--- config.mk ---
export PLATFORM = sky130hd
export DESIGN_NAME = unified_mem_arbiter_flat
export DESIGN_NICKNAME = d
export VERILOG_FILES = /design/src/rtl/unified_mem_arbiter_if.sv /design/src/rtl/unified_mem_arbiter.sv /design/src/flat_wrapper.sv
export SDC_FILE = /design/constraint.sdc
export NUM_CORES = 1
export LEC_CHECK = 0
export ABC_AREA = 0
export CORE_MARGIN = 3
export CORE_UTILIZATION = 45
export DETAILED_ROUTE_END_ITERATION = 8
export PLACE_DENSITY_LB_ADDON = 0.12
export SETUP_SLACK_MARGIN = 0.1
export SYNTH_ARGS = -nofsm -noshare
export SYNTH_HDL_FRONTEND = slang
export SYNTH_SLANG_ARGS = --single-unit
--- constraint.sdc ---
create_clock -name clk -period 15.28 [get_ports clk]
set_input_delay 3.82 -clock clk [delete_from_list [all_inputs] [get_ports clk]]
set_output_delay 3.82 -clock clk [all_outputs]
set_load 0.005 [all_outputs]
--- src/rtl/unified_mem_arbiter_if.sv ---
// Bundle of requester-side (fetch, data) and memory-side signals around unified_mem_arbiter.
// slave = arbiter view, master = processor/memory environment view.
interface unified_mem_arbiter_if #(
    parameter int XLEN = 32
);
    logic            if_req;
    logic [XLEN-1:0] if_addr;
    logic [XLEN-1:0] if_rdata;
    logic            if_done;
    logic            if_stall;

    logic [1:0]      d_command;
    logic [XLEN-1:0] d_addr;
    logic [XLEN-1:0] d_wdata;
    logic [XLEN-1:0] d_rdata;
    logic            d_done;
    logic            d_stall;

    logic [1:0]      mem_command;
    logic [XLEN-1:0] mem_addr;
    logic [XLEN-1:0] mem_wdata;
    logic [XLEN-1:0] mem_rdata;

    modport slave (
        input  if_req, if_addr, d_command, d_addr, d_wdata, mem_rdata,
        output if_rdata, if_done, if_stall, d_rdata, d_done, d_stall,
               mem_command, mem_addr, mem_wdata
    );

    modport master (
        output if_req, if_addr, d_command, d_addr, d_wdata, mem_rdata,
        input  if_rdata, if_done, if_stall, d_rdata, d_done, d_stall,
               mem_command, mem_addr, mem_wdata
    );
endinterface

--- src/rtl/unified_mem_arbiter.sv ---
// Arbitrates one unified memory port between fetch and data requesters (data wins) with a
// fixed-latency IDLE/ISSUE/WAIT transaction FSM. Optional ARB_PERF_CNT_EN adds perf counters.
`ifndef BUS_NONE
`define BUS_NONE  2'h0
`endif
`ifndef BUS_LOAD
`define BUS_LOAD  2'h1
`endif
`ifndef BUS_STORE
`define BUS_STORE 2'h2
`endif
`ifndef NOOP_INST
`define NOOP_INST 32'h0000_0013
`endif

module unified_mem_arbiter #(
    parameter int MEM_LATENCY = 2,
    parameter int XLEN        = 32
) (
    input  logic                 clk,
    input  logic                 rst,
    unified_mem_arbiter_if.slave bus
`ifdef ARB_PERF_CNT_EN
    ,
    output logic [31:0]          perf_if_stall_cyc,
    output logic [31:0]          perf_d_stall_cyc,
    output logic [31:0]          perf_xact_cnt
`endif
);
    localparam int CNT_W = $clog2(MEM_LATENCY + 1);

    typedef enum logic [1:0] {IDLE, ISSUE, WAIT} state_t;

    state_t          state_q, state_d;
    logic [CNT_W-1:0] cnt_q, cnt_d;
    logic [1:0]      cmd_q, cmd_d;
    logic            gnt_data_q, gnt_data_d;
    logic [1:0]      mem_command_q, mem_command_d;
    logic [XLEN-1:0] mem_addr_q, mem_addr_d;
    logic [XLEN-1:0] mem_wdata_q, mem_wdata_d;
    logic [XLEN-1:0] if_rdata_q, if_rdata_d;
    logic [XLEN-1:0] d_rdata_q, d_rdata_d;
    logic            if_done_q, if_done_d;
    logic            d_done_q, d_done_d;

    logic            d_valid;
    logic            if_stall;
    logic            d_stall;

    // 2'b11 is not a real command and is never granted.
    assign d_valid  = (bus.d_command == `BUS_LOAD) || (bus.d_command == `BUS_STORE);
    assign if_stall = bus.if_req && !if_done_q;
    assign d_stall  = d_valid && !d_done_q;

    always_comb begin
        state_d       = state_q;
        cnt_d         = cnt_q;
        cmd_d         = cmd_q;
        gnt_data_d    = gnt_data_q;
        mem_command_d = `BUS_NONE;
        mem_addr_d    = mem_addr_q;
        mem_wdata_d   = mem_wdata_q;
        if_rdata_d    = if_rdata_q;
        d_rdata_d     = d_rdata_q;
        if_done_d     = 1'b0;
        d_done_d      = 1'b0;
        case (state_q)
            IDLE: begin
                // A requester whose done is high now is still holding the finished request.
                if (d_valid && !d_done_q) begin
                    gnt_data_d    = 1'b1;
                    cmd_d         = bus.d_command;
                    mem_addr_d    = bus.d_addr;
                    mem_wdata_d   = bus.d_wdata;
                    mem_command_d = bus.d_command;
                    cnt_d         = CNT_W'(MEM_LATENCY);
                    state_d       = ISSUE;
                end else if (bus.if_req && !if_done_q) begin
                    gnt_data_d    = 1'b0;
                    cmd_d         = `BUS_LOAD;
                    mem_addr_d    = bus.if_addr;
                    mem_wdata_d   = '0;
                    mem_command_d = `BUS_LOAD;
                    cnt_d         = CNT_W'(MEM_LATENCY);
                    state_d       = ISSUE;
                end
            end
            ISSUE, WAIT: begin
                // The issue cycle is the first latency cycle, so done lands MEM_LATENCY after it.
                if (cnt_q == CNT_W'(1)) begin
                    state_d = IDLE;
                    if (gnt_data_q) begin
                        d_done_d = 1'b1;
                        if (cmd_q == `BUS_LOAD) begin
                            d_rdata_d = bus.mem_rdata;
                        end
                    end else begin
                        if_done_d  = 1'b1;
                        if_rdata_d = bus.mem_rdata;
                    end
                end else begin
                    cnt_d   = cnt_q - CNT_W'(1);
                    state_d = WAIT;
                end
            end
            default: state_d = IDLE;
        endcase
    end

    always_ff @(posedge clk or posedge rst) begin
        if (rst) begin
            state_q       <= IDLE;
            cnt_q         <= '0;
            cmd_q         <= `BUS_NONE;
            gnt_data_q    <= 1'b0;
            mem_command_q <= `BUS_NONE;
            mem_addr_q    <= '0;
            mem_wdata_q   <= '0;
            if_rdata_q    <= XLEN'(`NOOP_INST);
            d_rdata_q     <= '0;
            if_done_q     <= 1'b0;
            d_done_q      <= 1'b0;
        end else begin
            state_q       <= state_d;
            cnt_q         <= cnt_d;
            cmd_q         <= cmd_d;
            gnt_data_q    <= gnt_data_d;
            mem_command_q <= mem_command_d;
            mem_addr_q    <= mem_addr_d;
            mem_wdata_q   <= mem_wdata_d;
            if_rdata_q    <= if_rdata_d;
            d_rdata_q     <= d_rdata_d;
            if_done_q     <= if_done_d;
            d_done_q      <= d_done_d;
        end
    end

    assign bus.if_rdata    = if_rdata_q;
    assign bus.if_done     = if_done_q;
    assign bus.if_stall    = if_stall;
    assign bus.d_rdata     = d_rdata_q;
    assign bus.d_done      = d_done_q;
    assign bus.d_stall     = d_stall;
    assign bus.mem_command = mem_command_q;
    assign bus.mem_addr    = mem_addr_q;
    assign bus.mem_wdata   = mem_wdata_q;

`ifdef ARB_PERF_CNT_EN
    logic [2:0] perf_inc;
    assign perf_inc = {if_done_q | d_done_q, d_stall, if_stall};

    for (genvar gi = 0; gi < 3; gi++) begin : g_perf
        logic [31:0] pcnt_q, pcnt_d;
        always_comb begin
            pcnt_d = pcnt_q;
            if (perf_inc[gi] && (pcnt_q != 32'hFFFF_FFFF)) begin
                pcnt_d = pcnt_q + 32'd1;
            end
        end
        always_ff @(posedge clk or posedge rst) begin
            if (rst) begin
                pcnt_q <= '0;
            end else begin
                pcnt_q <= pcnt_d;
            end
        end
    end

    assign perf_if_stall_cyc = g_perf[0].pcnt_q;
    assign perf_d_stall_cyc  = g_perf[1].pcnt_q;
    assign perf_xact_cnt     = g_perf[2].pcnt_q;
`endif
endmodule

--- src/flat_wrapper.sv ---
// flat-port wrapper written by rule: the top's interface ports become plain ports
module unified_mem_arbiter_flat 
#(
    parameter int MEM_LATENCY = 2,
    parameter int XLEN        = 32
)
  (clk, rst, bus_if_req, bus_if_addr, bus_d_command, bus_d_addr, bus_d_wdata, bus_mem_rdata, bus_if_rdata, bus_if_done, bus_if_stall, bus_d_rdata, bus_d_done, bus_d_stall, bus_mem_command, bus_mem_addr, bus_mem_wdata);
  unified_mem_arbiter_if #(.XLEN(XLEN)) bus_i ();
  input  logic clk;
  input  logic rst;
  input wire logic [$bits(bus_i.if_req)-1:0] bus_if_req;
  input wire logic [$bits(bus_i.if_addr)-1:0] bus_if_addr;
  input wire logic [$bits(bus_i.d_command)-1:0] bus_d_command;
  input wire logic [$bits(bus_i.d_addr)-1:0] bus_d_addr;
  input wire logic [$bits(bus_i.d_wdata)-1:0] bus_d_wdata;
  input wire logic [$bits(bus_i.mem_rdata)-1:0] bus_mem_rdata;
  output wire logic [$bits(bus_i.if_rdata)-1:0] bus_if_rdata;
  output wire logic [$bits(bus_i.if_done)-1:0] bus_if_done;
  output wire logic [$bits(bus_i.if_stall)-1:0] bus_if_stall;
  output wire logic [$bits(bus_i.d_rdata)-1:0] bus_d_rdata;
  output wire logic [$bits(bus_i.d_done)-1:0] bus_d_done;
  output wire logic [$bits(bus_i.d_stall)-1:0] bus_d_stall;
  output wire logic [$bits(bus_i.mem_command)-1:0] bus_mem_command;
  output wire logic [$bits(bus_i.mem_addr)-1:0] bus_mem_addr;
  output wire logic [$bits(bus_i.mem_wdata)-1:0] bus_mem_wdata;
  assign bus_i.if_req = bus_if_req;
  assign bus_i.if_addr = bus_if_addr;
  assign bus_i.d_command = bus_d_command;
  assign bus_i.d_addr = bus_d_addr;
  assign bus_i.d_wdata = bus_d_wdata;
  assign bus_i.mem_rdata = bus_mem_rdata;
  assign bus_if_rdata = bus_i.if_rdata;
  assign bus_if_done = bus_i.if_done;
  assign bus_if_stall = bus_i.if_stall;
  assign bus_d_rdata = bus_i.d_rdata;
  assign bus_d_done = bus_i.d_done;
  assign bus_d_stall = bus_i.d_stall;
  assign bus_mem_command = bus_i.mem_command;
  assign bus_mem_addr = bus_i.mem_addr;
  assign bus_mem_wdata = bus_i.mem_wdata;
  unified_mem_arbiter #(.MEM_LATENCY(MEM_LATENCY), .XLEN(XLEN)) u_core (.clk(clk), .rst(rst), .bus(bus_i));
endmodule
==> metrics.txt <==
outcome=finished clean; num rows=41; CP dominant cell by count=clkdlybuf4s50_1; setup TNS=0 ns; CTS tree=built; Crit. End Element=output pin; CTS Buf Count=17; final antenna-violating net count=0; flops & latches, synth=139; critical path's slowest cell=clkdlybuf4s50_1; initial antenna violation count=0; Slew HR=0.2078; NetSw=0.5144 mW; critical path class=in -> out; CP max FO=35; post-route cell area=9221 µm²; static leakage=4.077 nW; clock-pin slew on the worst setup and hold paths=0.06 ns; final hold vios=0; diodes inserted=0; Clock Tree Buf Depth=2; crit-path cells=clkdlybuf4s50_1, xnor2_2, nor2_4, buf_4, clkdlybuf4s50_1; Tot GR Track Use=0.2168; mux contribution to synthesized area=0.2716; Period minus WS final=9.419 ns; buffers plus inverters on the worst setup path=3; postcts setup bufs=0; DP HPWL=11090 µm; Core Region=12720 µm²; complex-gate fraction of the synthesized area=0.06347; Post-Synthesis Cells=364; PD cells=204.6 nW/µm²; endpoints failing setup=0; Critical R2R Launch=u_core.bus.d_done; starting density of the core=0.4649; vias in the first global route=4454; Setup Slack @ Placement=5.854 ns; part of the power in registers=0.346; CP Data Arrival Time=5.60 ns; Slew @ Worst Pin=1.188 ns; Post-Syn Area=5914 µm²; post-DR wirelength/cell=18.94 µm; Max VDD drop=0.0001030 V; Setup crit start=bus_d_command[0]; Clk Tree Root Cell=clkbuf_16; storage element area=3482 µm²; Final Max Tran Viols=0; Clock Sinks=139; Placed Area=8584 µm²; total gr overflow=0; Hold Path Origin=u_core.cmd_q[1]; Mapped Nets=502; Clock power frac=0.232; cells taking the most area after synthesis=dfrtp_1 58%, mux2_2 14%, mux2_4 11%; NumNets Final=769; Comb power frac=0.422; largest family of logic cells by synthesized area=multiplexers; worst hold path type=reg -> reg; sequential area share after synthesis=0.5887; final core occ=0.7248; Syn Area/Cell=16.25 µm²; startpoint types=input pin; final setup skew=0.006655 ns; port buffer count=266; DR vias=4112; yosys warns=0; layout cells sized above 1=0.2469; setup ws final=5.861 ns; post-cts resize count=0; Tcrit/Tclk final=0.6164; hold_buf cts=0; largest net degree at the start of global routing=73; Adder-Cell Fraction of Synth Area=0.01058; crit-path max cell delay=0.60 ns; CTS H-tree depth=4; die footprint=14560 µm²; DIE HEIGHT=120.6 µm; Int Pwr=1.373 mW; vias per cell=5.039; die width=120.6 µm; unrepaired setup endpoints after global routing=no; achievable frequency=106.2 MHz; DRT Pass-1 Iters=4; simple-gate portion of the synthesized area=0.01777; Synth-to-Final Area Change=55.91%; Worst-Skew Late Latency=0.41 ns; top cell type's share of synthesized area=0.5754; I/O pins=267; Synth Area in XOR/XNOR=0.002750; worst endpoint required time=11.46 ns; drt drc=0; Multi-input gate area=2167 µm²; FILL cells=920; first-pass GRT wire length=24030 µm; number of unique standard cell types used by synthesis=31; RD Place Congestion=0.7513; Sw Ratio=0.2726; max_cap viols=0; Post-Route WL=15460 µm; CP top delay family=buffers and inverters; Synth area leader=dfrtp_1; Iteration-0 DRC Markers=232
[synthesized netlist by cell type]
cell type and n:
dfrtp_1 136, mux2_2 71, mux2_4 44, a22o_1 32, buf_6 13, mux2_1 13, inv_1 6, ha_1 5
nor2_1 5, and3_1 4, buf_12 3, buf_2 3, buf_4 3, dfstp_2 3, nand2_1 3, o21ai_0 3
a21o_1 2, a21oi_1 2, a21boi_0 1, a221o_1 1, a31oi_1 1, and2_1 1, nand2_2 1, nand3_1 1
nand3b_1 1, nor2_4 1, nor3b_1 1, o21ai_4 1, o221ai_2 1, or3_1 1, xnor2_2 1
[kinds of logic after synthesis]
logic type      Yosys count
compound gates           44
xor+xnor                  1
fa+ha+maj                 5
buf+inv                  28
flops                   139
mux                     128
simple gates             19
[path summary, 6_finish.rpt]
kind / endpoint / slack [ns] / depth (start not counted)
setup / recovery: bus_d_stall / 5.86 / 5
hold / removal: u_core.cmd_q[1] / 0.49 / 1
setup reg to reg: u_core.bus.mem_addr[19] / 12.47 / 5
hold reg to reg: u_core.cmd_q[1] / 0.49 / 1
max in group asynchronous: u_core.bus.mem_command[1] / 10.07 / 3
min in group asynchronous: u_core.bus.if_rdata[17] / 3.87 / 2
[area by class of cell]
type                       instances  area share
timing repair buffer             270      0.2920
sequential                       139      0.3776
clock inverter                    10     0.01764
multi-input combinational        197      0.2350
clock buffer                      22     0.05142
tap                              172     0.02334
inverter                           6    0.002985
[metrics by stage]
stage	std cells	hold slack [ns]	power, mW
after CTS	816	0.4927	1.907
final	816	0.4878	1.887
after global routing	816	0.5106	1.989
after floorplan	364	0.4426	1.021
after detailed placement	784	0.4796	1.456
after global placement	784	0.4570	1.428
[layer usage]
layer	vias to the layer above	routed length, µm	share of wire	GRT usage
met5	-	0	0	0
met4	0	318	0.021	0.08215
met3	23	1455	0.094	0.08700
met2	183	7804	0.50	0.3626
met1	2056	5879	0.38	0.2507
li1	1850	-	-	-
[registers in the layout, summed over array words and instances (netlist names)]
name                    count
u_core.bus.mem_addr        32
u_core.state_q              2
u_core.bus.mem_command      2
u_core.bus.d_rdata         32
u_core.bus.d_done           1
u_core.gnt_data_q           1
u_core.bus.mem_wdata       32
u_core.cnt_q                2
u_core.cmd_q                2
u_core.bus.if_done          1
u_core.bus.if_rdata        32
[placed cells by master (no fill, tap or decap), types with 2 or more instances in the layout]
| cell | instances |
|---|---|
| clkdlybuf4s50_1 | 266 |
| dfrtp_1 | 136 |
| mux2_2 | 71 |
| mux2_4 | 44 |
| a22o_1 | 32 |
| clkbuf_16 | 17 |
| mux2_1 | 13 |
| inv_1 | 5 |
| nor2_1 | 5 |
| ha_1 | 5 |
| and3_1 | 4 |
| bufinv_16 | 4 |
| buf_4 | 4 |
| nand2_1 | 3 |
| o21ai_0 | 3 |
| clkbuf_8 | 3 |
| dfstp_2 | 3 |
| a21oi_1 | 2 |
| inv_6 | 2 |
| a21o_1 | 2 |
| clkbuf_1 | 2 |
| clkinvlp_4 | 2 |
| clkinv_2 | 2 |
[power by group through the flow]
stage / clock, mW / sequential [mW] / combinational (mW)
after floorplan: 0 / 0.656 / 0.365
after detailed placement: 0 / 0.653 / 0.803
after global routing: 0.461 / 0.676 / 0.851
after global placement: 0 / 0.643 / 0.785
after CTS: 0.446 / 0.653 / 0.808
final: 0.437 / 0.653 / 0.797
Note: power is estimated with default switching activity, not from simulation.
